**src/rtl/qdr_rr_arbiter.sv**
```systemverilog
// qdr_rr_arbiter
// Four-port round-robin arbiter in front of a single QDR controller.
// Each cycle at most one port's command is granted. Writes take two data
// beats on the controller side, so a write grant blocks further writes for
// the next cycle. Reads remember their port in a tag FIFO so returning read
// data can be steered back to the requester in issue order.
//
// Handshake: a port's request is in_wr_strb|in_rd_strb, held by the port
// until in_cmd_ack for that port is seen high in the same cycle; the command
// is accepted on that rising clk edge. A port presenting both strobes is
// treated as a write and its read strobe is ignored. Read returns have no
// back-pressure: out_rd_dvld is a one-cycle pulse that is forwarded
// immediately as in_rd_dvld[tag].
//
// Ports:
//   clk, rst        clock (rising edge), synchronous active-high reset
//   in_cmd_addr     4x32 packed per-port command address
//   in_wr_strb      per-port write request
//   in_rd_strb      per-port read request
//   in_wr_data      4xDW packed per-port write data
//   in_wr_be        4xBW packed per-port byte enables
//   in_cmd_ack      per-port command accepted this cycle
//   in_rd_dvld      per-port read data valid
//   in_rd_data      shared read data (pass-through of out_rd_data)
//   out_cmd_addr    address to the QDR controller
//   out_wr_strb     write command strobe to the controller
//   out_rd_strb     read command strobe to the controller
//   out_wr_data     write data (two beats per write)
//   out_wr_be       byte enables (two beats per write)
//   out_rd_dvld     read data valid from the controller
//   out_rd_data     read data from the controller
//   rd_outstanding  tag FIFO occupancy
//   rd_underflow    sticky: read data returned with no read outstanding
module qdr_rr_arbiter #(
  parameter int C_WIDE_DATA     = 0,
  parameter int MAX_OUTSTANDING = 16,
  localparam int DW = 36 * (1 + C_WIDE_DATA),
  localparam int BW = 4 * (1 + C_WIDE_DATA)
) (
  input  logic            clk,
  input  logic            rst,
  input  logic [127:0]    in_cmd_addr,
  input  logic [3:0]      in_wr_strb,
  input  logic [3:0]      in_rd_strb,
  input  logic [4*DW-1:0] in_wr_data,
  input  logic [4*BW-1:0] in_wr_be,
  output logic [3:0]      in_cmd_ack,
  output logic [3:0]      in_rd_dvld,
  output logic [DW-1:0]   in_rd_data,
  output logic [31:0]     out_cmd_addr,
  output logic            out_wr_strb,
  output logic            out_rd_strb,
  output logic [DW-1:0]   out_wr_data,
  output logic [BW-1:0]   out_wr_be,
  input  logic            out_rd_dvld,
  input  logic [DW-1:0]   out_rd_data,
  output logic [6:0]      rd_outstanding,
  output logic            rd_underflow
);

  localparam int AW = (MAX_OUTSTANDING > 1) ? $clog2(MAX_OUTSTANDING) : 1;

  // Arbitration state
  logic [1:0]    r_last_grant;
  logic          r_bubble;     // previous cycle granted a write
  logic [1:0]    r_beat_port;  // port of that write, for the second data beat

  // Read-tag FIFO
  logic [1:0]    r_tag_mem [MAX_OUTSTANDING];
  logic [AW-1:0] r_wr_ptr;
  logic [AW-1:0] r_rd_ptr;
  logic [6:0]    r_count;
  logic          r_underflow;

  logic          w_full;
  logic          w_empty;
  logic [3:0]    w_elig;
  logic          w_grant_vld;
  logic [1:0]    w_grant_port;
  logic          w_grant_wr;
  logic          w_grant_rd;
  logic [1:0]    w_data_port;
  logic [1:0]    w_head;
  logic          w_push;
  logic          w_pop;

  assign w_full  = (r_count == 7'(MAX_OUTSTANDING));
  assign w_empty = (r_count == 7'd0);
  assign w_head  = r_tag_mem[r_rd_ptr];

  // A port's command type is decided by wr_strb alone, so a port showing
  // both strobes during the write bubble waits rather than slipping a read in.
  // Reads are blocked on the registered full flag, independent of any pop.
  always_comb begin
    w_elig = 4'b0000;
    for (int p = 0; p < 4; p++) begin
      if (in_wr_strb[p]) begin
        w_elig[p] = ~r_bubble;
      end else begin
        w_elig[p] = in_rd_strb[p] & ~w_full;
      end
    end
  end

  // Round-robin search starting just after the last granted port.
  always_comb begin
    logic [1:0] v_idx;
    v_idx        = 2'd0;
    w_grant_vld  = 1'b0;
    w_grant_port = 2'd0;
    for (int k = 1; k <= 4; k++) begin
      v_idx = r_last_grant + 2'(k);
      if (!w_grant_vld && w_elig[v_idx]) begin
        w_grant_vld  = 1'b1;
        w_grant_port = v_idx;
      end
    end
    if (rst) begin
      w_grant_vld  = 1'b0;
      w_grant_port = 2'd0;
    end
  end

  assign w_grant_wr = w_grant_vld & in_wr_strb[w_grant_port];
  assign w_grant_rd = w_grant_vld & ~in_wr_strb[w_grant_port];
  assign w_push     = w_grant_rd;
  assign w_pop      = out_rd_dvld & ~w_empty & ~rst;

  // First beat comes from the port being granted, second beat from the port
  // granted a write last cycle; port 0 is the idle default.
  always_comb begin
    w_data_port = 2'd0;
    if (w_grant_wr) begin
      w_data_port = w_grant_port;
    end else if (r_bubble) begin
      w_data_port = r_beat_port;
    end
  end

  always_comb begin
    out_cmd_addr = in_cmd_addr[31:0];
    out_wr_data  = in_wr_data[DW-1:0];
    out_wr_be    = in_wr_be[BW-1:0];
    for (int p = 0; p < 4; p++) begin
      if (w_grant_port == 2'(p)) begin
        out_cmd_addr = in_cmd_addr[p*32 +: 32];
      end
      if (w_data_port == 2'(p)) begin
        out_wr_data = in_wr_data[p*DW +: DW];
        out_wr_be   = in_wr_be[p*BW +: BW];
      end
    end
  end

  assign in_cmd_ack     = w_grant_vld ? (4'b0001 << w_grant_port) : 4'b0000;
  assign out_wr_strb    = w_grant_wr;
  assign out_rd_strb    = w_grant_rd;
  assign in_rd_dvld     = w_pop ? (4'b0001 << w_head) : 4'b0000;
  assign in_rd_data     = out_rd_data;
  assign rd_outstanding = r_count;
  assign rd_underflow   = r_underflow;

  always_ff @(posedge clk) begin
    if (rst) begin
      r_last_grant <= 2'd3;
      r_bubble     <= 1'b0;
      r_beat_port  <= 2'd0;
      r_wr_ptr     <= '0;
      r_rd_ptr     <= '0;
      r_count      <= 7'd0;
      r_underflow  <= 1'b0;
    end else begin
      if (w_grant_vld) begin
        r_last_grant <= w_grant_port;
      end
      r_bubble <= w_grant_wr;
      if (w_grant_wr) begin
        r_beat_port <= w_grant_port;
      end
      if (w_push) begin
        r_wr_ptr <= r_wr_ptr + 1'b1;
      end
      if (w_pop) begin
        r_rd_ptr <= r_rd_ptr + 1'b1;
      end
      case ({w_push, w_pop})
        2'b10:   r_count <= r_count + 7'd1;
        2'b01:   r_count <= r_count - 7'd1;
        default: r_count <= r_count;
      endcase
      if (out_rd_dvld && w_empty) begin
        r_underflow <= 1'b1;
      end
    end
  end

  // Tag storage needs no reset: entries are only read behind the write pointer.
  always_ff @(posedge clk) begin
    if (w_push) begin
      r_tag_mem[r_wr_ptr] <= w_grant_port;
    end
  end

endmodule

```
**config.mk**
```make
export PLATFORM = sky130hd
export DESIGN_NAME = qdr_rr_arbiter
export DESIGN_NICKNAME = d
export VERILOG_FILES = /design/src/rtl/qdr_rr_arbiter.sv
export SDC_FILE = /design/constraint.sdc
export NUM_CORES = 1
export LEC_CHECK = 0
export CORE_AREA = 2 2 181 183
export CTS_CLUSTER_SIZE = 10
export DETAILED_ROUTE_END_ITERATION = 8
export DIE_AREA = 0 0 183 185
export PLACE_DENSITY = 0.5
export SYNTH_ARGS = -nofsm -noshare
export SYNTH_HDL_FRONTEND = slang
export SYNTH_SLANG_ARGS = --single-unit
```
**constraint.sdc**
```tcl
create_clock -name clk -period 4.9 [get_ports clk]
set_clock_uncertainty 0.2 [all_clocks]
set_input_delay 0.98 -clock clk [delete_from_list [all_inputs] [get_ports clk]]
set_output_delay 0.98 -clock clk [all_outputs]
set_load 0.005 [all_outputs]
```
* After elaboration in Yosys (flattened, before gate mapping) *
Memories as Yosys holds them, arrays and structs flattened. A register that Yosys moved wholly into a read port is not among the register bits.
Index checks and enable logic that the tools add are counted.

storage, ports and cells
  output and inout bits = 126
  word-level logic and storage cells = 95
  memories kept = 1
  register bits = 21
  memory bits (writable) = 32

operators by class
  $lt $le $gt $ge = 5
  shift operators = 2
  equal/unequal tests = 9
  bitwise operators = 13
  mux-type cells = 42
  add/sub/neg operators = 7
  reductions and logical operators = 9

memory list
  name       depth  width  read ports  clocked after Yosys merged registers in  wr ports  RTL line  text
  r_tag_mem  16     2      1           1                                        1         69        logic [1:0] r_tag_mem [MAX_OUTSTANDING];

operator list
  kind                                                  count
  two-way mux 36 bit                                    3
  two-way mux 32 bit                                    3
  two-way mux 4 bit                                     7
  two-way mux 1 bit                                     16
  < comparator 2 x 3 -> 1 bit (second input constant)   5
  two-way mux 2 bit                                     7
  case mux 7 bit (2 select lines)                       1
  binary-select mux 1 bit (select 2 bit)                5
  equality test 2 bit (second input constant)           5
  adder 4 x 1 -> 4 bit (second input constant)          2
  AND 1 bit                                             8
  << shifter 1 x 2 -> 4 bit (first input constant)      2
  adder 7 x 1 -> 7 bit (second input constant)          1
  equality test 7 x 5 -> 1 bit (second input constant)  1
  zero test 7 bit                                       1
  subtractor 7 x 1 -> 7 bit (second input constant)     1
  equality test 2 x 1 -> 1 bit (second input constant)  3
  inverter 1 bit                                        5
  adder 2 bit (second input constant)                   2
  logical AND 1 bit                                     4
  zero test 1 bit                                       3
  adder 2 x 1 -> 2 bit (second input constant)          1
  nonzero test 2 bit                                    1

* Depth between registers and ports, before layout *
  depth in word-level cells = 25
  depth in mapped cells = 20
  mapped depth without buffers = 18

* Worst setup path after synthesis *
Ideal clock, no wire load.

  kind = in2reg
  start point = input in_rd_strb[1]
  end point = register r_count[6] (netlist: rd_outstanding[6])
  buffers on the path = 1
  path slack = -372 ps
  cell stages on the path = 19
  required time = 4630 ps
  arrival time = 5002 ps
  cells stage by stage = nor2b_1 o21ai_0 a211oi_1 o21ai_0 a221oi_4 a221o_1 nor2_2 nand2_1 ha_1 buf_1 xor2_1 ha_1 a21oi_1 o21ai_0 a221oi_1 a21boi_0 o32a_1 or3_1 a21oi_1

on the way
  longest elaborated chain between the ends = 21
  elaborated cells between the ends (all ways) = 34

ends and longest elaborated chain
  what                                                                   RTL line  text
  from (decl)                                                            44        input logic [3:0] in_rd_strb,
  AND 1 bit *                                                            100       w_elig[p] = in_rd_strb[p] & ~w_full;
  two-way mux 1 bit *                                                    97        if (in_wr_strb[p]) begin
  binary-select mux 1 bit (select 2 bit)                                 113       if (!w_grant_vld && w_elig[v_idx]) begin
  two-way mux 1 bit (not written as such)                                113
  two-way mux 1 bit                                                      113
  zero test 1 bit                                                        113
  logical AND 1 bit                                                      113
  two-way mux 1 bit                                                      113
  [5 not listed]                                                         -
  two-way mux 2 bit                                                      113
  two-way mux 2 bit                                                      118       if (rst) begin
  binary-select mux 1 bit (select 2 bit)                                 125       assign w_grant_rd = w_grant_vld & ~in_wr_strb[w_grant_port];
  two-way mux 1 bit (not written as such)                                125
  inverter 1 bit                                                         125
  AND 1 bit *                                                            125
  equality test 2 x 1 -> 1 bit or equality test 2 bit (tied branches)    186       case ({w_push, w_pop})
  case mux 7 bit (2 select lines) or nonzero test 2 bit (tied branches)  -
  to (signal assigned)                                                   187       2'b10: r_count <= r_count + 7'd1;
  to (signal assigned)                                                   188       2'b01: r_count <= r_count - 7'd1;
  to (signal assigned)                                                   189       default: r_count <= r_count;
  to (decl)                                                              72        logic [6:0] r_count;

Mark *: on every way between the ends. The rest lies on a longest branch, timed or not. The select of a mux whose other input is x is not followed.
A chain may end at the register's enable or synchronous reset.

* Final worst setup path *
  start point = input in_wr_strb[3]
  end point = output out_wr_data[33]

on the way
  longest elaborated chain between the ends = 22
  elaborated cells between the ends (all ways) = 35

ends and longest elaborated chain
  what                                     RTL line  text
  from (decl)                              43        input logic [3:0] in_wr_strb,
  two-way mux 1 bit                        97
  binary-select mux 1 bit (select 2 bit)   113
  two-way mux 1 bit (not written as such)  113
  two-way mux 1 bit                        113
  zero test 1 bit                          113
  logical AND 1 bit                        113
  two-way mux 1 bit                        113
  zero test 1 bit                          113
  [5 not listed]                           -
  two-way mux 2 bit                        118
  binary-select mux 1 bit (select 2 bit)   124       assign w_grant_wr = w_grant_vld & in_wr_strb[w_grant_port];
  two-way mux 1 bit (not written as such)  124
  AND 1 bit                                124
  two-way mux 2 bit *                      133       if (w_grant_wr) begin
  equality test 2 x 1 -> 1 bit             148       if (w_data_port == 2'(p)) begin
  two-way mux 36 bit (2 in series)         148
  two-way mux 36 bit *                     148
  to (decl)                                53        output logic [DW-1:0] out_wr_data,

Marked as above.

==> summary.txt <==
Route
  – Post-route DRC: 0
  – DRT iter0 DRCs: 186
  – DRT antenna net count: 0
  – Vias: 5483
  – DRT Wirelength: 23.74 mm
  – Avg Vias per Cell: 4.250
  – Routed len/inst: 18.40 microns
  – Pre-antenna DRT Iters: 4

Clocking
  – Sink Count: 57
  – Num CTS Buffers: 9
  – Clk slew on worst S/H paths: 0.05 ns
  – Clk root buf: clkbuf_16
  – CTS tree: done
  – H-tree level count: 3
  – Worst-Skew Late Latency: 0.32 ns
  – Clock buffer depth: 2

Final layout
  – Fillers: 3320
  – Fin area: 10070 sq um
  – Fin cells: 1290
  – FF/Latch Area: 1463 sq um
  – Ratio of cells with drive above 1 in the final layout: 0.2690
  – P&R area growth vs syn: 105.8%
  – Layout Nets: 1219
  – Multi-input gate area: 3157 sq um

Power and ir drop
  – PwrDens: 299.7 nW/um^2
  – Leakage: 0.003790 uW
  – Worst VDD drop: 0.2157 mV
  – PnR Total Power: 3018 uW

Yosys
  – Post-synthesis net count: 796
  – Syn_area_per_cell: 10.80 sq um
  – Post-synth EDFFs: 32
  – Syn Inst Count: 453
  – Yosys warnings: 0
  – Cell area after synthesis: 4892 sq um
  – Top cells by area, synth: mux4_2 23%, edfxtp_1 20%, dfxtp_1 10%
  – Synth unique cells: 53
  – Top FF cell, synth: edfxtp_1
  – Sequential share of the synthesized area: 0.2987
  – Asr flop ratio synth: 0
  – Seq cells post-synth: 57
  – Yosys top cell area share: 0.2302
  – Yosys top cell by area: mux4_2

Placed design
  – Routability-driven placement congestion ratio: 0.7728
  – Place WS: -0.7631 ns
  – Hpwl dp: 19.18 mm
  – I/O Buffers: 388
  – Post-Place Cells: 1248
  – Post-DP Area: 9514 sq um

Global route
  – Number of antenna violations at the first check in global routing: 2
  – First-pass GRT wire length: 32.62 mm
  – Total global routing overflow: 0
  – Vias in the first global route: 5624
  – Largest net degree at the start of global routing: 51
  – Total GRT Usage: 0.1284

Die
  – Die area: 33860 sq um
  – Initial Util: 0.1527
  – Num rows: 66
  – Top Ports: 461
  – Core ar.: 32040 sq um
  – Die width: 183 microns
  – Die Span Y: 185 microns

Critical path
  – Setup CP Type: in2out
  – Crit-path cells: dlygate4sd2_1, buf_6, nand2b_4, buf_4, a211oi_2, a22oi_2, a221oi_4, a221o_1, nor2_4, o31ai_4, buf_6, buf_12, buf_12, mux4_2, buf_2
  – CP arrival: 3.69 ns
  – Crit path max fanout: 8
  – CP startpoint kind: input port
  – Req. time, crit path: 3.72 ns
  – Critical-path top delay cell: a221oi_4
  – R2r worst-path depth: 21
  – CP Capture Type: primary output
  – Max incr delay on CP: 0.32 ns

Timing
  – Relative slew slack: 0.6354
  – Setup Viol. Count Final: 0
  – Highest clock rate: 205.5 MHz
  – Fin worst setup slack: 0.03416 ns
  – RSZ-0062 raised after global routing: true
  – Crit share post-route: 0.9930
  – Min Tclk post-route: 4.866 ns
  – Slew Limit Fails: 0
  – Worst-margin pin slew: 0.5461 ns
  – Hold Fails Final Rpt: 0

Run
  – MaxCap Viol Count: 0

Run status
  – Status: completed

Hold path
  – Hold path depth: 2
  – Class of the worst hold path: reg2reg
[through the flow]
| stage | hold slack (ns) | TNS [ns] | utilization |
|---|---|---|---|
| global placement | 0.2709 | -48.49 | 0.2969 |
| floorplan | 0.2540 | 0 | - |
| detailed placement | 0.2760 | -45.58 | 0.2969 |
| global route | 0.3030 | -1.523 | 0.3142 |
| finish | 0.2821 | 0 | 0.3143 |
| CTS | 0.2901 | -1.957 | 0.3127 |
[cell type report]
| type | count | share of cell area |
|---|---|---|
| clock inverter | 5 | 0.005591 |
| clock buffer | 11 | 0.02411 |
| inverter | 8 | 0.002982 |
| multi-input combinational | 319 | 0.3135 |
| tap | 408 | 0.05070 |
| antenna | 1 | 0.0002485 |
| timing repair buffer | 481 | 0.4576 |
| sequential | 57 | 0.1453 |
[what timing repair did]
item                       in CTS  in global routing
setup endpoints to repair      80                 76
hold buffers                    0                  0
pin swaps                      16                 16
gates cloned                    2                  2
buffers inserted               22                  7
resized for setup             207                 26
[final timing paths]
path                                       start                              to  slack, ns
hold / removal         rd_underflow$_SDFFE_PP0P_       rd_underflow$_SDFFE_PP0P_       0.28
setup reg to reg  rd_outstanding[1]$_SDFFE_PP0P_  rd_outstanding[6]$_SDFFE_PP0P_       0.29
hold reg to reg        rd_underflow$_SDFFE_PP0P_       rd_underflow$_SDFFE_PP0P_       0.28
setup / recovery                   in_wr_strb[3]                 out_wr_data[33]       0.03
[metal layers]
metal  track usage  share of wire  routed length [microns]  up-vias
met4       0.03968          0.023                      542        2
met1        0.1537           0.40                     9578     2584
li1              -              -                        -     2590
met2        0.2179           0.49                    11520      276
met5             0        0.00055                       13        -
met3       0.04286          0.088                     2084       31
[cells in the mapped netlist (all sizes together), types with 2 or more instances]
cell type and number:
buf 53, mux4 50, o21ai 48, mux2i 36, a22oi 33, edfxtp 32, dfxtp 25, nor2 25
a21oi 16, and3 16, clkbuf 16, nand2 11, nand2b 10, ha 8, inv 8, or3 6
xor2 6, a211oi 5, and2 5, nor2b 5, nor3 4, a221o 3, nor3b 3, xnor2 3
a21o 2, a221oi 2, a31oi 2, nand3 2, nor4 2, o31ai 2
[power by group]
part	switching [uW]	internal (uW)
combinational	717	1070
clock	210	405
sequential	48.6	562
[layout by cell type, fill, tap and decap left out, drive strengths merged, types with 2 or more instances in the layout]
cell type,n
a22oi,33
a21oi,16
and2,5
nand3,2
nand2,11
buf,128
a21o,2
nand2b,10
xor2,6
o21ai,48
edfxtp,32
nor2b,5
nor3,4
mux2i,36
nor3b,3
and3,16
a31oi,2
a221o,3
clkdlybuf4s15,2
mux4,50
a211oi,5
dfxtp,25
a221oi,2
dlygate4sd2,5
o31ai,2
nor2,25
ha,8
clkbuf,16
or3,6
xnor2,3
clkdlybuf4s50,338
inv,8
dlymetal6s2s,3
clkinv,3
nor4,2
[logic make-up (layout without fill, tap and decap cells)]
kind of cell | Yosys count | after routing | synth area share
adder cells (fa/ha/maj) | 8 | 8 | 0.02046
AO/OA/AOI/OAI | 120 | 120 | 0.1629
XOR/XNOR | 9 | 9 | 0.01611
other | 0 | 1 | 0
flip-flops | 57 | 57 | 0.2987
buffers and inverters | 77 | 505 | 0.09054
AND/OR/NAND/NOR | 96 | 96 | 0.1074
multiplexers | 86 | 86 | 0.3038
[state kept, by name, summed over array words and instances, names as in the netlist, named ones only]
signal / flops
r_last_grant: 2
rd_underflow: 1
r_wr_ptr: 4
r_tag_mem: 32
r_beat_port: 2
r_bubble: 1
rd_outstanding: 7
r_rd_ptr: 4
[critical path: cells and delay by family]
family          cells  cell delay, ns
compound gates      5            1.16
buf+inv             7            1.13
mux                 1            0.29
simple gates        2            0.13
Note: power is estimated with default switching activity, not from simulation.
==> variant 1 (config.mk and constraints unchanged) <==
`MAX_OUTSTANDING`: 16 -> 32.
--- a/src/rtl/qdr_rr_arbiter.sv
+++ b/src/rtl/qdr_rr_arbiter.sv
@@ -33,7 +33,7 @@
 //   rd_underflow    sticky: read data returned with no read outstanding
 module qdr_rr_arbiter #(
   parameter int C_WIDE_DATA     = 0,
-  parameter int MAX_OUTSTANDING = 16,
+  parameter int MAX_OUTSTANDING = 32,
   localparam int DW = 36 * (1 + C_WIDE_DATA),
   localparam int BW = 4 * (1 + C_WIDE_DATA)
 ) (
Formal check against the unedited RTL: no difference found for any inputs over 4 cycles, from zero or initial values and one cycle with rst high; that may be too few to reach the edited logic, so the function may still have changed.
==> variant 1 against the original RTL <==
- design area rose by 29%
- utilization rose by 9.2 points
- first-iteration DRC count rose by 45%
- worst setup slack improved by 0.041 ns
- via count rose by 25%
- count of clock-buffer cells in the layout fell by 1
- highest routed layer unchanged
- maximum frequency rose by 0.85%
- combinational power rose by 59%
- total power rose by 47%
- sequential cell count rose by 35
- wire length rose by 43%
- area after synthesis rose by 38%
==> variant 1: results (changes against the original RTL) <==
Status -> finished, final reports clean
Multi-input gate area -> 4300 µm² (+36%)
Vias -> 6828 (+25%)
Crit path from -> in_wr_strb[1]
Largest register FFs -> 64 (+100%)
Synth Area in Compound Gates -> 12.3% (-4.0 points)
Final HPWL DP -> 28200 µm (+47%)
Post-synth top cells -> mux2i_1, edfxtp_1, nor2_1, o21ai_0, buf_4
Grt met2 use -> 38.3% (+17 points)
NetSw -> 1.58 mW (+62%)
Routing usage on met1 -> 20.6% (+5.2 points)
FF-to-FF Start -> rd_outstanding[0]
First-pass GRT wire length -> 46400 µm (+42%)
Postcts setup bufs -> 31 (+41%)
GRT Total Usage -> 19.0% (+6.1 points)
Drt initial violations -> 269 (+45%)
Mux contribution to synthesized area -> 30.6% (+0.22 points)
Maximum VDD drop -> 0.174 mV (-19%)
Initial antenna violation count -> 1 (-1)
Cell Count Post-Placement -> 1457 (+17%)
Worst Setup EP -> out_wr_data[20]
Headroom to the max-slew limit -> 60.5% (-3.1 points)
Post-Place Setup Slack -> -0.838 ns (-0.0748 ns)
Slowest CP cell -> or4_4
GP Congestion -> 0.866 (+12%)
Combinational power -> 2.85 mW (+59%)
Post-synth EDFFs -> 64 (+100%)
Ant. Diodes -> 0 (-1)
==> variant 1: cell types whose count changed in the layout (fill, tap and decap cells not counted), sizes merged, moves of 9 or more <==
| cell | before | now |
|---|---|---|
| nand2 | 11 | 24 |
| dlymetal6s2s | 3 | 12 |
| clkdlybuf4s50 | 338 | 316 |
| and3 | 16 | 2 |
| nor2 | 25 | 57 |
| buf | 128 | 170 |
| dlygate4sd2 | 5 | 22 |
| edfxtp | 32 | 64 |
| mux2i | 36 | 158 |
| clkdlybuf4s15 | 2 | 15 |
| mux4 | 50 | 20 |
==> variant 1: layout make-up <==
class | count | area share, %
Clock buffer | 10 | 1.76
Clock inverter | 6 | 0.288
Inverter | 10 | 0.288
Multi-Input combinational cell | 444 | 33.0
Sequential cell | 92 | 19.1
Tap cell | 408 | 3.92
Timing Repair Buffer | 542 | 41.6
==> variant 2 (config.mk and constraints unchanged) <==
Made on the original files. Make the reset (`rst`) asynchronous in one clocked block. Comments in the files are not updated.
--- a/src/rtl/qdr_rr_arbiter.sv
+++ b/src/rtl/qdr_rr_arbiter.sv
@@ -160,7 +160,7 @@
   assign rd_outstanding = r_count;
   assign rd_underflow   = r_underflow;
 
-  always_ff @(posedge clk) begin
+  always_ff @(posedge clk or posedge rst) begin
     if (rst) begin
       r_last_grant <= 2'd3;
       r_bubble     <= 1'b0;
Formal check against the unedited RTL: differs if rst is asserted again (counterexample within 4 cycles, from zero or initial values and one cycle with rst high); with rst held inactive, the same outputs for 4 cycles.
==> variant 2 against the original RTL <==
- critical endpoint is now out_wr_data[9]
- final cell count is 22% higher
- maximum frequency is 1.4% higher
- global-route usage is 4.0 points higher
- largest cell class unchanged
- worst setup slack better by 0.069 ns
- area after synthesis is 8.2% higher
- register-to-register slack better by 0.11 ns
- wire length is 30% higher
- sequential cell count is 4 lower
- design area is 10% higher
Power is not compared: it rests on default switching activity, and its combinational part moved more than twofold at a synthesized area within 25%.
==> variant 2: results (changes against the original RTL) <==
Worst Hold Endpoint -> rd_underflow
M3 GR Usage -> 2.67% (-1.6 points)
Crit-path max FO -> 13 (+5)
FF-to-FF setup slack -> 0.40 ns (+0.11 ns)
Total CTS buffers -> 5 (-4)
Period utilization -> 97.9% (-1.4 points)
Status -> finished, final reports clean
Cell count of the worst hold path -> 1 (-1)
Metal3 WL -> 1650 µm (-21%)
Crit path from -> in_rd_strb[1]
Share of the synthesized area in the top cell type -> 18.8% (-4.2 points)
Largest net degree at the start of global routing -> 24 (-53%)
Initial antenna violation count -> 0 (-2)
GRT Total Usage -> 16.8% (+4.0 points)
GP Congestion -> 0.878 (+14%)
Slowest CP cell -> a211o_1
Max H-tree Level -> 2 (-1)
Mean area per synthesized cell -> 7.24 µm² (-33%)
Clock Latency Late Sink -> 0.30 ns (-0.02 ns)
Reg2reg end -> rd_outstanding[6]
FF-to-FF Start -> rd_outstanding[0]
# fillers -> 3353 (+0.99%)
Worst Setup EP -> out_wr_data[9]
Syn Nets -> 1074 (+35%)
Routed length on met2 -> 16600 µm (+45%)
Sequential area share after synthesis -> 28.1% (-1.7 points)
DR top layer -> met4
Hold Crit Start -> rd_underflow
Distinct cells, synth -> 63 (+19%)
[variant 2: cell count changes in the layout (fill, tap and decap cells not counted), moves of 24 or more]
cell	before	now
o21ai_0	41	4
mux4_2	50	10
a21oi_1	12	41
mux2i_1	36	0
dlygate4sd2_1	5	42
a32oi_1	0	27
a22oi_1	32	3
dfxtp_1	24	0
clkdlybuf4s50_1	338	306
nand2_1	11	262
[variant 2: kinds of logic (layout without fill, tap and decap cells)]
group,after synthesis,in the layout,synth area share (%)
fa+ha+maj,8,8,1.89
flops,53,53,28.1
mux,15,15,5.58
buf+inv,109,538,10.9
xor+xnor,16,16,2.65
simple gates,371,371,30.0
compound gates,159,159,20.8
[variant 2: timing repair]
item | 4_1_cts | 5_1_grt
gates cloned | 9 | 2
hold buffers | 0 | 0
buffers inserted | 23 | 6
pin swaps | 21 | 19
endpoints found under the setup margin | 80 | 69
gates resized for setup | 193 | 74
[variant 2: critical path: cells and delay by family]
family,cells,cell delay [ns]
AO/OA/AOI/OAI,7,1.56
AND/OR/NAND/NOR,1,0.07
buffers and inverters,5,0.99
[variant 2: where the power goes]
part,switching [mW],internal (mW),leakage [nW]
sequential,0.168,0.613,0.542
clock,0.174,0.196,0.0763
combinational,1.93,2.16,3.88
[variant 2: cell type report]
cell class,instances,area share (%)
Timing Repair Buffer,517,46.8
Tap cell,408,4.59
Clock buffer,5,1.13
Inverter,13,0.529
Clock inverter,3,0.259
Multi-Input combinational cell,569,33.3
Sequential cell,53,13.4
[variant 2: per-stage QoR]
stage / util, % / TNS (ns) / hold slack (ns)
3_3_place_gp: 31.5 / -32.20 / 0.266
2_1_floorplan: - / 0 / 0.256
6_report: 34.7 / 0 / 0.288
4_1_cts: 34.2 / -0.0306 / 0.287
3_5_place_dp: 31.5 / -33.21 / 0.264
5_1_grt: 34.7 / -0.0516 / 0.299
